==> src/rtl/cnn_pkg.sv <==
// Shared defaults, FSM encoding and window-count constant for the conv window fetcher.
// WD normally comes from global.sv; a fallback keeps this slice self-contained.
`ifndef WD
`define WD 7
`endif

package cnn_pkg;
  localparam int IMG_W_DEF = 28;
  localparam int IMG_H_DEF = 28;
  localparam int K_DEF     = 3;
  localparam int DW        = `WD + 1;

`ifdef CONV_WIN_ZERO_PAD_EN
  localparam int NUM_WIN_DEF = IMG_W_DEF * IMG_H_DEF;
`else
  localparam int NUM_WIN_DEF = (IMG_W_DEF - K_DEF + 1) * (IMG_H_DEF - K_DEF + 1);
`endif

  localparam logic [2:0] ST_IDLE  = 3'd0;
  localparam logic [2:0] ST_FETCH = 3'd1;
  localparam logic [2:0] ST_CAPT  = 3'd2;
  localparam logic [2:0] ST_HOLD  = 3'd3;
  localparam logic [2:0] ST_DONE  = 3'd4;
endpackage

==> src/rtl/conv_win_addr_gen.sv <==
// Row/col/tap counters and ROM tap address for the window fetcher.
// CONV_WIN_ZERO_PAD_EN switches to a centred, one-pixel zero-padded grid.
module conv_win_addr_gen
  import cnn_pkg::*;
#(
  parameter int IMG_W = IMG_W_DEF,
  parameter int IMG_H = IMG_H_DEF,
  parameter int K     = K_DEF,
  parameter int TW    = $clog2(K*K)
) (
  input  logic          clk,
  input  logic          rstn,
  input  logic          clr,
  input  logic          tap_inc,
  input  logic          win_adv,
  output logic [TW-1:0] tap,
  output logic [4:0]    row,
  output logic [4:0]    col,
  output logic [11:0]   addr,
  output logic          oob,
  output logic          last_tap,
  output logic          last_win
);
  localparam int KW = $clog2(K+1);
`ifdef CONV_WIN_ZERO_PAD_EN
  localparam logic [4:0] ROW_MAX = 5'(IMG_H - 1);
  localparam logic [4:0] COL_MAX = 5'(IMG_W - 1);
`else
  localparam logic [4:0] ROW_MAX = 5'(IMG_H - K);
  localparam logic [4:0] COL_MAX = 5'(IMG_W - K);
`endif

  logic [KW-1:0] ti, tj;
  logic [11:0]   pr, pc;

  assign last_tap = (tap == TW'(K*K-1));
  assign last_win = (row == ROW_MAX) && (col == COL_MAX);

  always_ff @(posedge clk) begin
    if (!rstn || clr) begin
      tap <= '0;
      ti  <= '0;
      tj  <= '0;
      row <= '0;
      col <= '0;
    end else begin
      if (tap_inc) begin
        if (last_tap) begin
          tap <= '0;
          ti  <= '0;
          tj  <= '0;
        end else begin
          tap <= tap + 1'b1;
          if (tj == KW'(K-1)) begin
            tj <= '0;
            ti <= ti + 1'b1;
          end else begin
            tj <= tj + 1'b1;
          end
        end
      end
      if (win_adv) begin
        if (col == COL_MAX) begin
          col <= '0;
          row <= (row == ROW_MAX) ? 5'd0 : row + 5'd1;
        end else begin
          col <= col + 5'd1;
        end
      end
    end
  end

  always_comb begin
    pr = 12'(row) + 12'(ti);
    pc = 12'(col) + 12'(tj);
`ifdef CONV_WIN_ZERO_PAD_EN
    // pr/pc are pixel coordinates +1, so 0 and IMG+1 are the padding ring
    oob  = (pr == 12'd0) || (pr > 12'(IMG_H)) || (pc == 12'd0) || (pc > 12'(IMG_W));
    addr = (pr - 12'd1) * 12'(IMG_W) + pc - 12'd1;
`else
    oob  = 1'b0;
    addr = pr * 12'(IMG_W) + pc;
`endif
  end
endmodule

==> src/rtl/conv_win_fetch.sv <==
// Re-reads each KxK window from the image ROM and presents it on valid/ready.
// CONV_WIN_ZERO_PAD_EN enables the zero-padded IMG_H x IMG_W output grid.
module conv_win_fetch
  import cnn_pkg::*;
#(
  parameter int IMG_W = IMG_W_DEF,
  parameter int IMG_H = IMG_H_DEF,
  parameter int K     = K_DEF
) (
  input  logic              clk,
  input  logic              rstn,
  input  logic              start,
  output logic              cena,
  output logic [11:0]       aa,
  input  logic [DW-1:0]     qa,
  output logic              win_valid,
  input  logic              win_ready,
  output logic [K*K*DW-1:0] win_data,
  output logic [4:0]        win_row,
  output logic [4:0]        win_col,
  output logic              busy,
  output logic              done
);
  localparam int TW = $clog2(K*K);

  logic [2:0]    state;
  logic [TW-1:0] tap, rd_slot;
  logic [11:0]   addr;
  logic          oob, last_tap, last_win;
  logic          rd_vld, rd_oob;
  logic          fetch, hs;

  assign fetch = (state == ST_FETCH);
  assign hs    = (state == ST_HOLD) && win_valid && win_ready;
  assign cena  = !(fetch && !oob);
  assign aa    = fetch ? addr : 12'd0;
  assign busy  = (state == ST_FETCH) || (state == ST_CAPT) || (state == ST_HOLD);
  assign done  = (state == ST_DONE);

  conv_win_addr_gen #(.IMG_W(IMG_W), .IMG_H(IMG_H), .K(K), .TW(TW)) u_addr (
    .clk      (clk),
    .rstn     (rstn),
    .clr      ((state == ST_IDLE) && start),
    .tap_inc  (fetch),
    .win_adv  (hs),
    .tap      (tap),
    .row      (win_row),
    .col      (win_col),
    .addr     (addr),
    .oob      (oob),
    .last_tap (last_tap),
    .last_win (last_win)
  );

  always_ff @(posedge clk) begin
    if (!rstn) begin
      state     <= ST_IDLE;
      win_valid <= 1'b0;
      win_data  <= '0;
      rd_vld    <= 1'b0;
      rd_slot   <= '0;
      rd_oob    <= 1'b0;
    end else begin
      // ROM data lags the issued tap by one cycle; track which slot it belongs to
      rd_vld  <= fetch;
      rd_slot <= tap;
      rd_oob  <= oob;
      for (int s = 0; s < K*K; s++)
        if (rd_vld && rd_slot == TW'(s))
          win_data[s*DW +: DW] <= rd_oob ? '0 : qa;
      case (state)
        ST_IDLE:  if (start) state <= ST_FETCH;
        ST_FETCH: if (last_tap) state <= ST_CAPT;
        ST_CAPT: begin
          state     <= ST_HOLD;
          win_valid <= 1'b1;
        end
        ST_HOLD: if (win_valid && win_ready) begin
          win_valid <= 1'b0;
          state     <= last_win ? ST_DONE : ST_FETCH;
        end
        ST_DONE:  state <= ST_IDLE;
        default:  state <= ST_IDLE;
      endcase
    end
  end
endmodule

==> config.mk <==
export PLATFORM = sky130hd
export DESIGN_NAME = conv_win_fetch
export DESIGN_NICKNAME = d
export VERILOG_FILES = /design/src/rtl/cnn_pkg.sv /design/src/rtl/conv_win_addr_gen.sv /design/src/rtl/conv_win_fetch.sv
export SDC_FILE = /design/constraint.sdc
export NUM_CORES = 1
export LEC_CHECK = 0
export CORE_MARGIN = 1
export CORE_UTILIZATION = 54
export CTS_CLUSTER_DIAMETER = 60
export DETAILED_ROUTE_END_ITERATION = 12
export HOLD_SLACK_MARGIN = 0.15
export PLACE_DENSITY = 0.85
export SLEW_MARGIN = 10
export SYNTH_ARGS = -nofsm -noshare
export SYNTH_HDL_FRONTEND = slang
export SYNTH_SLANG_ARGS = --single-unit
==> constraint.sdc <==
create_clock -name clk -period 7.53 [get_ports clk]
set_clock_uncertainty 0.15 [all_clocks]
set_input_delay 1.506 -clock clk [delete_from_list [all_inputs] [get_ports clk]]
set_output_delay 1.506 -clock clk [all_outputs]
set_load 0.02 [all_outputs]
### Yosys cells after proc, flatten, opt, wreduce, memory -nomap -nowiden

Index checks and enable logic that the tools add are counted.

* multiply operators: 1
* muxes and demuxes: 15
* eq/ne operators: 19
* reductions and logical operators: 27
* $add $sub $neg: 8

Operators by type and width (count)
* $eq A4 B3 Y1 const B: 4
* $logic_and A1 B1 Y1: 14
* $add A12 B12 Y12: 1
* $add A5 B2 Y6: 2
* $mul A12 B3 Y10 const B: 1
* $mux W12: 1
* $mux W3: 4
* $pmux W3 S4: 1
* $add A5 B1 Y5 const B: 2
* $eq A5 B5 Y1 const B: 2
* $mux W5: 2
* $eq A4 B2 Y1 const B: 2
* $eq A4 B4 Y1 const B: 2
* $mux W2: 4
* $eq A3 B2 Y1 const B: 2
* $reduce_and A2 Y1: 3
* $add A2 B1 Y2 const B: 2
* $add A4 B1 Y4 const B: 1
* $eq A4 B1 Y1 const B: 1
* $logic_not A4 Y1: 1
* $mux W4: 1
* $ne A2 B2 Y1 const B: 2
* $reduce_bool A2 Y1: 2
* $eq A3 B1 Y1 const B: 1
* 9 further kinds: 12

* bits of input ports: 12
* output and inout bits: 98
* register bits: 99
* logic and storage cells: 88

### Logic depth before layout (Yosys ltp)

Gate-level depths: netlist of run 1.

* depth in word-level cells: 5
* mapped depth: 15
* mapped depth without buffers: 15

### Cells and area by module

Synthesis of run 1 repeated with hierarchy kept, for this count alone.

* cells, all modules: 503
* area, all modules: 4774.6 um2

Modules (own cells, without submodules)
* conv_win_fetch: area an instance 3170.5 um2, cells each 311, times used 1
* conv_win_addr_gen: area an instance 1604.0 um2, cells each 192, times used 1

### Worst setup path before layout of run 1

OpenSTA, ideal clock, no wires.

* path type: reg2out
* from: reg u_addr.row[0]
* to: out aa[11]
* buffers on the path: 0
* required time: 5.874 ns
* data arrival time: 4.248 ns
* stages on the path, launching flop included: 16
* slack: 1.626 ns
* path through: dfxtp_1 > ha_1 > inv_1 > fa_1 > xnor2_1 > fa_1 > ha_1 > inv_1 > fa_1 > inv_1 > ha_1 > nand2_1 > o21ai_0 > nand2_1 > or4_4 > nor3_1

* cells in the longest elaborated chain, start to end: 4

RTL lines
* start, declared: line conv_win_addr_gen.sv:17 `output logic [4:0] row,`
* start signal, assigned: line conv_win_addr_gen.sv:65 `row <= (row == ROW_MAX) ? 5'd0 : row + 5'd1;`
* $add A5 B2 Y6: line conv_win_addr_gen.sv:74 `pr = 12'(row) + 12'(ti);`
* $mul A12 B3 Y10: line conv_win_addr_gen.sv:82 `addr = pr * 12'(IMG_W) + pc;`
* $add A12 B12 Y12: line conv_win_addr_gen.sv:82
* $mux W12: line conv_win_fetch.sv:36 `assign aa = fetch ? addr : 12'd0;`
* end, declared: line conv_win_fetch.sv:14 `output logic [11:0] aa,`

No other way between the ends.

### Final worst setup path of run 1

* from: reg u_addr.row[0]
* to: out aa[10]

Same word-level chain as after synthesis.

==> flow_summary_export.csv, run 1 <==
group,metric,value,unit
outcome,run_status,"finished, final reports clean",
sta,period_minus_ws_final,7.043,ns
drt,drt-vias-per-instance,5.398,
power_and_ir_drop,power_frac_comb,0.056,
finish,fillers,647,
setup_path,critPathMaxFanout,6,
finish,multi_input_comb_area,2710,sq um
finish,ff_latch_area,1982,sq um
drt,routed-via-count,3795,
drt,wirelength,11340,um
setup_path,worst_ep_required_time,5.87,ns
finish,stdcell_area,6218,sq um
setup_path,worst-endpoint-arrival,5.39,ns
drt,drcViolationCount,0,
drt,initialDrtViolationCount,125,
sta,rsz0062_at_grt,"false",
synthesis,synth_fp_nets,537,
cts,worst_setup_hold_path_clk_slew,0.09,ns
power_and_ir_drop,p_int,749.1,uW
sta,achievable-frequency,0.1420,GHz
sta,totalNegativeSetupSlack,0,ns
run,maxCapViolCount,0,
global_routing,first_global_vias,3735,
setup_path,critical_path.top_delay_family,"adder cells",
synthesis,synth_seq_cells,99,
placed_design,routabilityCongestion,0.8228,
power_and_ir_drop,design_power_total,971.0,uW
cts,insertion_delay,0.37,ns
cts,cts-hold-fix-buffers,0,
drt,routed_wire_length_per_instance,16.13,um
cts,sinks_on_clock_net,99,
power_and_ir_drop,power_switching,221.9,uW
finish,final_net_count,630,
drt,detail-route-antenna-nets,0,
finish,final_layout_size_suffix_gt1_frac,0.04874,
sta,finalHoldViolations,0,
global_routing,global_route.usage.total,0.2436,
hold_path,hold_path_class,"reg -> reg",
cts,cts_setup_buffers,0,
floorplanning,count_of_boundary_i_o_pins,110,
sta,post-route-period-util,0.9353,
global_routing,grt_first_pass_wirelength,18580,um
sta,final-max-slew-violation-count,0,
synthesis,synthFlopType,"sky130_fd_sc_hd__dfxtp_1",
sta,slew-limit-headroom,0.3335,
finish,antenna_fix_cells,0,
hold_path,timing.hold.worst.start,"u_addr.tap[1]$_SDFFE_PP0P_",
power_and_ir_drop,seqPwrFrac,0.547,
global_routing,congestion_overflow_gr,0,
power_and_ir_drop,power.switching_fraction,0.2285,
synthesis,synth_enable_flop_cells,0,
floorplanning,floorplan.initialDensity,0.5578,
synthesis,fraction_of_synthesis_flops_using_an_asynchronous_set_or_reset_pin,0,
power_and_ir_drop,power.ir.vdd_worst,0.08758,mV
sta,max_slew.worst_pin.slew,0.9977,ns
setup_path,path_class,"reg -> out",
placed_design,place.detailed.hpwl,8190,um
setup_path,cp-startpoint,"u_addr.row[0]$_SDFFE_PP0P_",
sta,setup_slack,0.4872,ns
placed_design,placed_cell_area,5986,sq um
setup_path,crit_path_top_delay_cell,"sky130_fd_sc_hd__clkdlybuf4s50_1",
synthesis,avgSynthCellArea,9.788,sq um
setup_path,cp_num_buf_inv,4,
setup_path,series_of_cell_instances_along_the_critical_path,"ha_1, inv_1, fa_1, xnor2_1, fa_1, ha_1, inv_1, fa_1, inv_1, ha_1, a21oi_1, a21boi_0, nor3b_1, nor4b_2, mux2i_1, clkdlybuf4s50_1",
synthesis,synthesis.area,4865,sq um
setup_path,crit_path_end_kind,"primary output",
setup_path,regToRegStartpoint,"state[0]$_SDFFE_PN0P_",
power_and_ir_drop,power_leakage,0.002541,uW
global_routing,antenna_violations_before_repair,0,
floorplanning,die_width,96.92,um
synthesis,yosys.cell_types.count,47,
cts,tritoncts_clock_tree,"yes",
finish,most-common-layout-cells,"sky130_fd_sc_hd__clkdlybuf4s50_1, sky130_fd_sc_hd__dfxtp_1, sky130_fd_sc_hd__nor2b_1",
floorplanning,floorplan.core_area,8721,sq um
synthesis,yosysSeqAreaShare,0.4074,
floorplanning,design.die.area,9393,sq um
cts,ctsRootBufferMaster,"sky130_fd_sc_hd__clkbuf_8",
setup_path,critical_path.max_stage_delay,0.63,ns
cts,ctsResizeCount,0,
cts,cts_max_level,3,
power_and_ir_drop,power.clock.fraction,0.397,
finish,most_common_cell_after_layout_fill_and_taps_aside,"sky130_fd_sc_hd__clkdlybuf4s50_1",
placed_design,place_ws,0.8810,ns
finish,synthToLayoutAreaGrowth,27.83,%
global_routing,grt_start_max_net_pins,83,
drt,number_of_detailed_route_iterations_in_the_first_pass,4,
power_and_ir_drop,power-per-cell-area,156.2,nW/um^2
cts,tritoncts_buffers,9,
floorplanning,std_cell_rows,34,
synthesis,syn-instance-count,497,
setup_path,critical_path.startpoint_type,"flop",
synthesis,synth_warn,0,
floorplanning,die_height,96.92,um
sta,setup_viol_count_final,0,
cts,clock_tree.buffer_depth,2,
placed_design,port_buffers,109,
worst register-to-register path: stages, from the launching register on:
cell	delay, ns
sky130_fd_sc_hd__dfxtp_1	0.43
sky130_fd_sc_hd__nor3b_2	0.73
sky130_fd_sc_hd__inv_1	0.44
sky130_fd_sc_hd__nor2_1	0.20
sky130_fd_sc_hd__nor2_1	0.05
sky130_fd_sc_hd__a311oi_1	0.22
power by group through the flow:
stage	logic (uW)	clock network (uW)	registers [uW]
after global placement	53.3	0	543
after global routing	58.0	413	532
final	54.7	385	531
after CTS	54.6	387	531
after detailed placement	54.1	0	543
after floorplan	31.2	0	545
layer usage:
metal	wire (um)	GRT usage	vias to the layer above
li1	-	-	1848
met1	5086	0.3045	1812
met4	224	0.07807	0
met3	454	0.04046	17
met5	0	0	-
met2	5571	0.4263	118
worst paths after layout:
kind,cells after the start,slack (ns),to
min reg2reg,2,0.37,u_addr.tap[1]$_SDFFE_PP0P_
max reg2reg,5,5.22,u_addr.tap[3]$_SDFFE_PP0P_
min,2,0.37,u_addr.tap[1]$_SDFFE_PP0P_
max,16,0.49,aa[10]
final cells by class:
cell class              instances  area share
well taps                     108     0.02173
flip-flops and latches         99      0.3187
inverters                      15    0.009054
multi-input cells             353      0.4358
repair buffers                112      0.1783
clock buffers                  11     0.02274
clock inverters                 5     0.01368
logic make-up after synthesis:
kind of cell,count (synthesis),synth area share
DFF,99,0.4074
adders and majority gates,28,0.07973
muxes,76,0.1564
xor gates and xnor gates,24,0.04475
buffers and inverters,45,0.03678
AOI/OAI and AO/OA,38,0.05170
and+or+nand+nor,187,0.2233
cell usage after synthesis, drive strengths merged, types with 3 or more instances:
cell type	count	area (sq um)
a211oi	5	37.54
a21o	5	37.54
a21oi	14	70.07
and2	10	62.56
buf	8	40.04
clkbuf	22	82.58
dfxtp	99	1982
fa	5	100.1
ha	23	287.8
inv	15	56.30
mux2i	76	760.7
nand2	18	67.56
nand2b	3	18.77
nand3	6	30.03
nand3b	7	52.55
nand4	6	37.54
nor2	35	133.9
nor2b	77	481.7
nor3	4	20.02
nor3b	7	57.55
o21ai	5	25.02
or2	3	21.28
xnor2	10	87.58
xor2	14	130.1
through the flow:
stage	hold WS [ns]	instances	util
6_report	0.3730	703	0.7131
3_3_place_gp	0.3320	687	0.6864
4_1_cts	0.3646	703	0.7123
5_1_grt	0.3966	703	0.7131
2_1_floorplan	0.3162	497	-
3_5_place_dp	0.3499	687	0.6864
state kept, by name, summed over array words and instances (netlist names):
name and flops:
rd_slot 4, rd_vld 1, state 3, u_addr.col 5, u_addr.row 5, u_addr.tap 4
u_addr.ti 2, u_addr.tj 2, win_data 72, win_valid 1
(Power assumes the default switching activity.)
==> run 2, diff against run 1 <==
--- a/config.mk
+++ b/config.mk
@@ -14,4 +14,6 @@
 export SLEW_MARGIN = 10
 export SYNTH_ARGS = -nofsm -noshare
 export SYNTH_HDL_FRONTEND = slang
+export SYNTH_HIERARCHICAL = 1
 export SYNTH_SLANG_ARGS = --single-unit
+export TNS_END_PERCENT = 10
==> flow_summary_export.csv, run 2 <==
group,metric,value,unit
outcome,run_status,"finished, final reports clean",
drt,drcViolationCount,0,
sta,totalNegativeSetupSlack,0,ns
synthesis,synth.cells.most_frequent,"sky130_fd_sc_hd__dfxtp_1, sky130_fd_sc_hd__nand2_1, sky130_fd_sc_hd__mux2i_1",
synthesis,synth_fp_nets,542,
drt,number_of_detailed_route_iterations_in_the_first_pass,4,
setup_path,path_class,"reg -> out",
synthesis,yosysSeqAreaShare,0.4193,
power_and_ir_drop,power-per-cell-area,150.4,nW/um^2
floorplanning,std_cell_rows,33,
sta,period_minus_ws_final,6.396,ns
setup_path,crit_path_end_kind,"primary output",
setup_path,setup.worst_path.end,"aa[11]",
finish,most_common_cell_after_layout_fill_and_taps_aside,"sky130_fd_sc_hd__clkdlybuf4s50_1",
power_and_ir_drop,power.switching_fraction,0.2531,
synthesis,synth_seq_cells,100,
synthesis,syn-instance-count,503,
placed_design,port_buffers,109,
global_routing,grt_start_max_net_pins,86,
cts,clock_tree.buffer_depth,2,
cts,tritoncts_clock_tree,"yes",
cts,cts_setup_buffers,0,
global_routing,antenna_violations_before_repair,0,
synthesis,synthesis.area,4775,sq um
drt,routed_wire_length_per_instance,15.64,um
synthesis,fraction_of_synthesis_flops_using_an_asynchronous_set_or_reset_pin,0,
sta,setup_viol_count_final,0,
setup_path,worst-r2r-cell-count,6,
synthesis,synthFlopType,"sky130_fd_sc_hd__dfxtp_1",
finish,max_flop_register,"win_data",
power_and_ir_drop,power_switching,230.0,uW
sta,rsz0062_at_grt,"false",
synthesis,avgSynthCellArea,9.492,sq um
setup_path,worst-endpoint-arrival,4.74,ns
drt,initialDrtViolationCount,111,
setup_path,worst_ep_required_time,5.87,ns
cts,cts_max_level,3,
synthesis,yosys-top-cells-area,"sky130_fd_sc_hd__dfxtp_1, sky130_fd_sc_hd__mux2i_1, sky130_fd_sc_hd__nand2_1, sky130_fd_sc_hd__ha_1, sky130_fd_sc_hd__xnor2_1",
setup_path,regToRegStartpoint,"state[1]$_SDFFE_PN0P_",
global_routing,global_route.usage.total,0.2530,
setup_path,cp-startpoint,"u_addr/row[0]$_SDFFE_PP0P_",
placed_design,routabilityCongestion,0.8302,
sta,post-route-period-util,0.8494,
finish,synthToLayoutAreaGrowth,26.57,%
hold_path,hold_path_class,"reg -> reg",
finish,most-common-layout-cells,"sky130_fd_sc_hd__clkdlybuf4s50_1, sky130_fd_sc_hd__dfxtp_1, sky130_fd_sc_hd__nand2_1",
power_and_ir_drop,power.clock.fraction,0.353,
setup_path,reg2reg_to,"u_addr/row[4]$_SDFFE_PP0P_",
placed_design,place.detailed.hpwl,8224,um
setup_path,critPathMaxFanout,6,
synthesis,synth_warn,6,
finish,antenna_fix_cells,0,
cts,tritoncts_buffers,9,
power_and_ir_drop,p_int,678.8,uW
cts,ctsResizeCount,0,
cts,cts-hold-fix-buffers,0,
cts,worst_setup_hold_path_clk_slew,0.09,ns
cts,insertion_delay,0.36,ns
finish,final_util,0.7210,
drt,detail-route-antenna-nets,0,
global_routing,congestion_overflow_gr,0,
cts,ctsRootBufferMaster,"sky130_fd_sc_hd__clkbuf_8",
placed_design,numPlacedInstances,693,
drt,drt-vias-per-instance,5.355,
sta,finalHoldViolations,0,
global_routing,grt_first_pass_wirelength,17880,um
sta,slew-limit-headroom,0.4234,
drt,routed-via-count,3797,
power_and_ir_drop,power_leakage,0.002548,uW
finish,final_net_count,638,
floorplanning,count_of_boundary_i_o_pins,110,
power_and_ir_drop,power_frac_comb,0.057,
finish,largest_registers,"win_data: 72 flops, u_addr/col: 5 flops, u_addr/row: 5 flops",
floorplanning,die_width,96.03,um
power_and_ir_drop,power.ir.vdd_worst,0.1159,mV
finish,stdcell_count,709,
floorplanning,floorplan.core_area,8382,sq um
finish,largest_register_ffs,72,
sta,max_slew.worst_pin.slew,0.8611,ns
sta,final-max-slew-violation-count,0,
finish,final_layout_size_suffix_gt1_frac,0.04636,
synthesis,synth_enable_flop_cells,0,
sta,achievable-frequency,0.1564,GHz
floorplanning,floorplan.initialDensity,0.5696,
synthesis,synth.largest_area_cell,"sky130_fd_sc_hd__dfxtp_1",
synthesis,netlist.area_leader.share,0.4193,
floorplanning,design.die.area,9222,sq um
synthesis,yosys.cell_types.count,50,
cts,sinks_on_clock_net,100,
setup_path,critical_path.startpoint_type,"flop",
placed_design,place_ws,1.518,ns
finish,stdcell_area,6043,sq um
sta,setup_slack,1.134,ns
power_and_ir_drop,seqPwrFrac,0.590,
run,maxCapViolCount,0,
placed_design,placed_cell_area,5859,sq um
setup_path,worst-r2r-setup-slack,5.36,ns
drt,wirelength,11090,um
synthesis,synthMostInstantiatedCell,"sky130_fd_sc_hd__dfxtp_1",
floorplanning,die_height,96.03,um
global_routing,first_global_vias,3782,
run 2: cell count changes after synthesis, moves of 4 or more:
cell / before / now
sky130_fd_sc_hd__nand3_1: 6 / 2
sky130_fd_sc_hd__nor2_1: 34 / 29
sky130_fd_sc_hd__nand3b_1: 7 / 3
sky130_fd_sc_hd__a21oi_1: 14 / 8
sky130_fd_sc_hd__and2_1: 10 / 21
sky130_fd_sc_hd__nand2_1: 18 / 96
sky130_fd_sc_hd__clkbuf_1: 22 / 12
sky130_fd_sc_hd__o21ai_1: 0 / 4
sky130_fd_sc_hd__xnor2_1: 10 / 17
sky130_fd_sc_hd__buf_4: 0 / 4
sky130_fd_sc_hd__nor2b_1: 77 / 6
sky130_fd_sc_hd__buf_6: 0 / 4
run 2: power groups by stage:
stage          logic (uW)  clock network, uW  registers (uW)
3_3_place_gp         50.4                  0             548
3_5_place_dp         51.5                  0             549
2_1_floorplan        30.1                  0             549
5_1_grt              56.4                345             537
6_report             52.0                320             536
4_1_cts              51.6                324             536
run 2: critical path, stage by stage (launching register included):
cell and delay, ns:
sky130_fd_sc_hd__dfxtp_1 0.45, sky130_fd_sc_hd__ha_1 0.21, sky130_fd_sc_hd__inv_1 0.05, sky130_fd_sc_hd__fa_1 0.39, sky130_fd_sc_hd__xnor2_1 0.48, sky130_fd_sc_hd__fa_1 0.53
sky130_fd_sc_hd__ha_1 0.23, sky130_fd_sc_hd__inv_1 0.08, sky130_fd_sc_hd__fa_1 0.47, sky130_fd_sc_hd__nor2_1 0.23, sky130_fd_sc_hd__and4bb_1 0.28, sky130_fd_sc_hd__nand2_2 0.08
sky130_fd_sc_hd__and3b_1 0.21, sky130_fd_sc_hd__and2_1 0.11, sky130_fd_sc_hd__clkdlybuf4s50_1 0.59
run 2: worst min-delay path by stage:
stage / startpoint / endpoint / slack [ns] / depth (start not counted)
floorplan: u_addr/tap[3]$_SDFFE_PP0P_ / rd_slot[3]$_SDFF_PN0_ / 0.32 / 1
global placement: win_data[59]$_SDFFE_PN0P_ / win_data[59]$_SDFFE_PN0P_ / 0.29 / 2
detailed placement: win_data[58]$_SDFFE_PN0P_ / win_data[58]$_SDFFE_PN0P_ / 0.30 / 2
CTS: win_data[26]$_SDFFE_PN0P_ / win_data[26]$_SDFFE_PN0P_ / 0.31 / 2
global route: win_data[58]$_SDFFE_PN0P_ / win_data[58]$_SDFFE_PN0P_ / 0.33 / 2
finish: win_data[5]$_SDFFE_PN0P_ / win_data[5]$_SDFFE_PN0P_ / 0.31 / 2
run 2: routing by layer:
| metal | up-vias | global-route usage | wire, um |
|---|---|---|---|
| met4 | 0 | 0.1020 | 259 |
| met3 | 22 | 0.04976 | 407 |
| met1 | 1823 | 0.3031 | 4792 |
| met2 | 99 | 0.4421 | 5628 |
| met5 | - | 0 | 0 |
| li1 | 1853 | - | - |
run 2: logic make-up after synthesis:
logic type,after synthesis,share of synthesized area
simple gates,193,0.2021
flops,100,0.4193
mux,73,0.1530
fa+ha+maj,27,0.07705
buf+inv,46,0.04743
xor+xnor,30,0.05503
other cells,1,0.0007854
compound gates,33,0.04534
run 2: metrics by stage:
step | hold slack, ns | total power, uW
2_1_floorplan | 0.3192 | 579.5
3_5_place_dp | 0.2997 | 600.2
4_1_cts | 0.3139 | 911.9
3_3_place_gp | 0.2927 | 598.8
5_1_grt | 0.3261 | 938.5
6_report | 0.3119 | 908.8
run 2: layout make-up:
| type | count | area [sq um] |
|---|---|---|
| clock buffer | 10 | 127.6 |
| fill | 610 | 2338 |
| inverter | 19 | 71.32 |
| tap | 105 | 131.4 |
| timing repair buffer | 112 | 1109 |
| clock inverter | 6 | 56.30 |
| sequential | 100 | 2002 |
| multi-input combinational | 357 | 2546 |
==> run 3, diff against run 2 <==
--- a/config.mk
+++ b/config.mk
@@ -6,11 +6,11 @@
 export NUM_CORES = 1
 export LEC_CHECK = 0
 export CORE_MARGIN = 1
-export CORE_UTILIZATION = 54
+export CORE_UTILIZATION = 45
 export CTS_CLUSTER_DIAMETER = 60
 export DETAILED_ROUTE_END_ITERATION = 12
 export HOLD_SLACK_MARGIN = 0.15
-export PLACE_DENSITY = 0.85
+export PLACE_DENSITY = 0.76
 export SLEW_MARGIN = 10
 export SYNTH_ARGS = -nofsm -noshare
 export SYNTH_HDL_FRONTEND = slang
==> constraint.sdc (replaced) <==
create_clock -name clk -period 5.5 [get_ports clk]
set_clock_uncertainty 0.15 [all_clocks]
set_input_delay 1.1 -clock clk [delete_from_list [all_inputs] [get_ports clk]]
set_output_delay 1.1 -clock clk [all_outputs]
set_load 0.02 [all_outputs]
==> flow_summary_export.csv, run 3 (synthesis results as in run 2) <==
group,metric,value,unit
setup_path,worst_ep_required_time,4.25,ns
power_and_ir_drop,power_switching,334.7,uW
cts,ctsRootBufferMaster,"sky130_fd_sc_hd__clkbuf_8",
sta,finalHoldViolations,0,
global_routing,antenna_violations_before_repair,0,
power_and_ir_drop,power.clock.fraction,0.366,
power_and_ir_drop,power-per-cell-area,207.2,nW/um^2
floorplanning,die_width,105.0,um
global_routing,grt_first_pass_wirelength,18040,um
setup_path,worst_path_most_repeated_cell,"sky130_fd_sc_hd__inv_1",
drt,routed-via-count,3758,
setup_path,worst-endpoint-arrival,4.06,ns
placed_design,place.detailed.hpwl,8152,um
setup_path,setup.worst_path.end,"aa[7]",
finish,stdcell_area,6131,sq um
cts,cts_setup_buffers,0,
placed_design,routabilityCongestion,0.8377,
finish,stdcell_count,741,
global_routing,global_route.usage.total,0.2078,
cts,tritoncts_buffers,9,
global_routing,grt_start_max_net_pins,85,
floorplanning,floorplan.initialDensity,0.4625,
finish,largest_register_ffs,72,
finish,final_layout_size_suffix_gt1_frac,0.06777,
sta,setup_viol_count_final,0,
power_and_ir_drop,power.ir.vdd_worst,0.1115,mV
placed_design,place_ws,0.1120,ns
setup_path,critPathMaxFanout,3,
finish,max_flop_register,"win_data",
setup_path,critical_path.startpoint_type,"flop",
finish,antenna_fix_cells,0,
setup_path,crit_path_top_delay_cell,"sky130_fd_sc_hd__clkdlybuf4s50_1",
power_and_ir_drop,power_frac_comb,0.056,
sta,final-max-slew-violation-count,0,
cts,tritoncts_clock_tree,"yes",
drt,drt-vias-per-instance,5.072,
cts,insertion_delay,0.37,ns
finish,largest_registers,"win_data: 72 flops, u_addr/col: 5 flops, u_addr/row: 5 flops",
drt,detail-route-antenna-nets,0,
placed_design,placed_cell_area,5911,sq um
placed_design,port_buffers,109,
floorplanning,design.die.area,11030,sq um
sta,period_minus_ws_final,5.306,ns
finish,most_common_cell_after_layout_fill_and_taps_aside,"sky130_fd_sc_hd__clkdlybuf4s50_1",
finish,final_net_count,639,
hold_path,hold_path_class,"reg -> reg",
cts,worst_setup_hold_path_clk_slew,0.11,ns
sta,post-route-period-util,0.9647,
power_and_ir_drop,power.switching_fraction,0.2635,
setup_path,worst-r2r-cell-count,6,
setup_path,cp-startpoint,"u_addr/row[0]$_SDFFE_PP0P_",
cts,cts_max_level,3,
global_routing,first_global_vias,3672,
setup_path,reg2reg_to,"u_addr/row[4]$_SDFFE_PP0P_",
sta,setup_slack,0.1940,ns
power_and_ir_drop,seqPwrFrac,0.578,
cts,sinks_on_clock_net,100,
drt,drcViolationCount,0,
setup_path,worst-r2r-setup-slack,3.40,ns
run,maxCapViolCount,0,
setup_path,regToRegStartpoint,"state[1]$_SDFFE_PN0P_",
drt,number_of_detailed_route_iterations_in_the_first_pass,4,
sta,achievable-frequency,0.1885,GHz
drt,wirelength,11050,um
sta,max_slew.worst_pin.slew,0.8597,ns
outcome,run_status,"finished, final reports clean",
power_and_ir_drop,p_int,935.6,uW
finish,most-common-layout-cells,"sky130_fd_sc_hd__clkdlybuf4s50_1, sky130_fd_sc_hd__dfxtp_1, sky130_fd_sc_hd__nand2_1",
floorplanning,die_height,105.0,um
setup_path,critical_path.max_stage_delay,0.61,ns
cts,cts-hold-fix-buffers,0,
cts,ctsResizeCount,6,
floorplanning,count_of_boundary_i_o_pins,110,
setup_path,path_class,"reg -> out",
setup_path,crit_path_end_kind,"primary output",
floorplanning,floorplan.core_area,10320,sq um
placed_design,numPlacedInstances,725,
global_routing,congestion_overflow_gr,0,
sta,rsz0062_at_grt,"true",
drt,routed_wire_length_per_instance,14.91,um
cts,clock_tree.buffer_depth,2,
finish,synthToLayoutAreaGrowth,28.41,%
floorplanning,std_cell_rows,37,
setup_path,series_of_cell_instances_along_the_critical_path,"ha_1, inv_1, fa_2, inv_1, fa_1, ha_2, inv_1, fa_1, xor2_1, nor2_1, nand2_1, xnor2_1, and2_1, clkdlybuf4s50_1",
finish,final_util,0.5939,
drt,initialDrtViolationCount,111,
sta,slew-limit-headroom,0.4243,
power_and_ir_drop,power_leakage,0.002577,uW
[run 3: cell types whose count changed in the layout (fill, tap and decap cells not counted), sizes merged]
cell,change
buf,+1
clkdlybuf4s50,-4
clkinv,+1
clkbuf,+3
[run 3: through the flow]
stage                     TNS [ns]  hold slack (ns)  total power [uW]
after detailed placement         0           0.3008             822.6
after CTS                        0           0.3151              1284
final                            0           0.3127              1270
after global placement           0           0.2926             820.8
after global routing      -0.02810           0.3346              1322
after floorplan                  0           0.3192             793.3
[run 3: per-layer routing]
layer / GRT usage / wire length (um) / vias up
li1: - / - / 1851
met1: 0.2537 / 5051 / 1779
met2: 0.3524 / 5242 / 113
met3: 0.05427 / 554 / 15
met4: 0.07344 / 199 / 0
met5: 0 / 0 / -
[run 3: final cells by class]
type,instances,area (sq um)
Clock inverter,7,80.08
Inverter,19,71.32
Timing Repair Buffer,113,1096
Clock buffer,9,123.9
Sequential cell,100,2003
Multi-Input combinational cell,357,2586
Tap cell,136,170.2
Fill cell,896,4193
[run 3: worst min-delay path by stage]
stage / startpoint / end / cells past startpoint
finish: win_data[50]$_SDFFE_PN0P_ / win_data[50]$_SDFFE_PN0P_ / 2
detailed placement: win_data[48]$_SDFFE_PN0P_ / win_data[48]$_SDFFE_PN0P_ / 2
global placement: win_data[47]$_SDFFE_PN0P_ / win_data[47]$_SDFFE_PN0P_ / 2
global route: win_data[50]$_SDFFE_PN0P_ / win_data[50]$_SDFFE_PN0P_ / 2
CTS: win_data[48]$_SDFFE_PN0P_ / win_data[48]$_SDFFE_PN0P_ / 2
floorplan: u_addr/tap[3]$_SDFFE_PP0P_ / rd_slot[3]$_SDFF_PN0_ / 1
[run 3: power groups by stage]
stage / clock network, uW / logic, uW / registers [uW]
2_1_floorplan: 0 / 41.2 / 752
3_3_place_gp: 0 / 69.8 / 751
3_5_place_dp: 0 / 71.3 / 751
4_1_cts: 478 / 71.8 / 735
5_1_grt: 509 / 77.6 / 736
6_report: 464 / 71.4 / 735
[run 3: critical path: cells and delay by family (launching register included)]
family	cells	cell delay [ns]
XOR/XNOR	2	0.31
adder cells (fa/ha/maj)	5	1.83
buffers and inverters	4	0.81
flip-flops	1	0.36
AND/OR/NAND/NOR	3	0.38
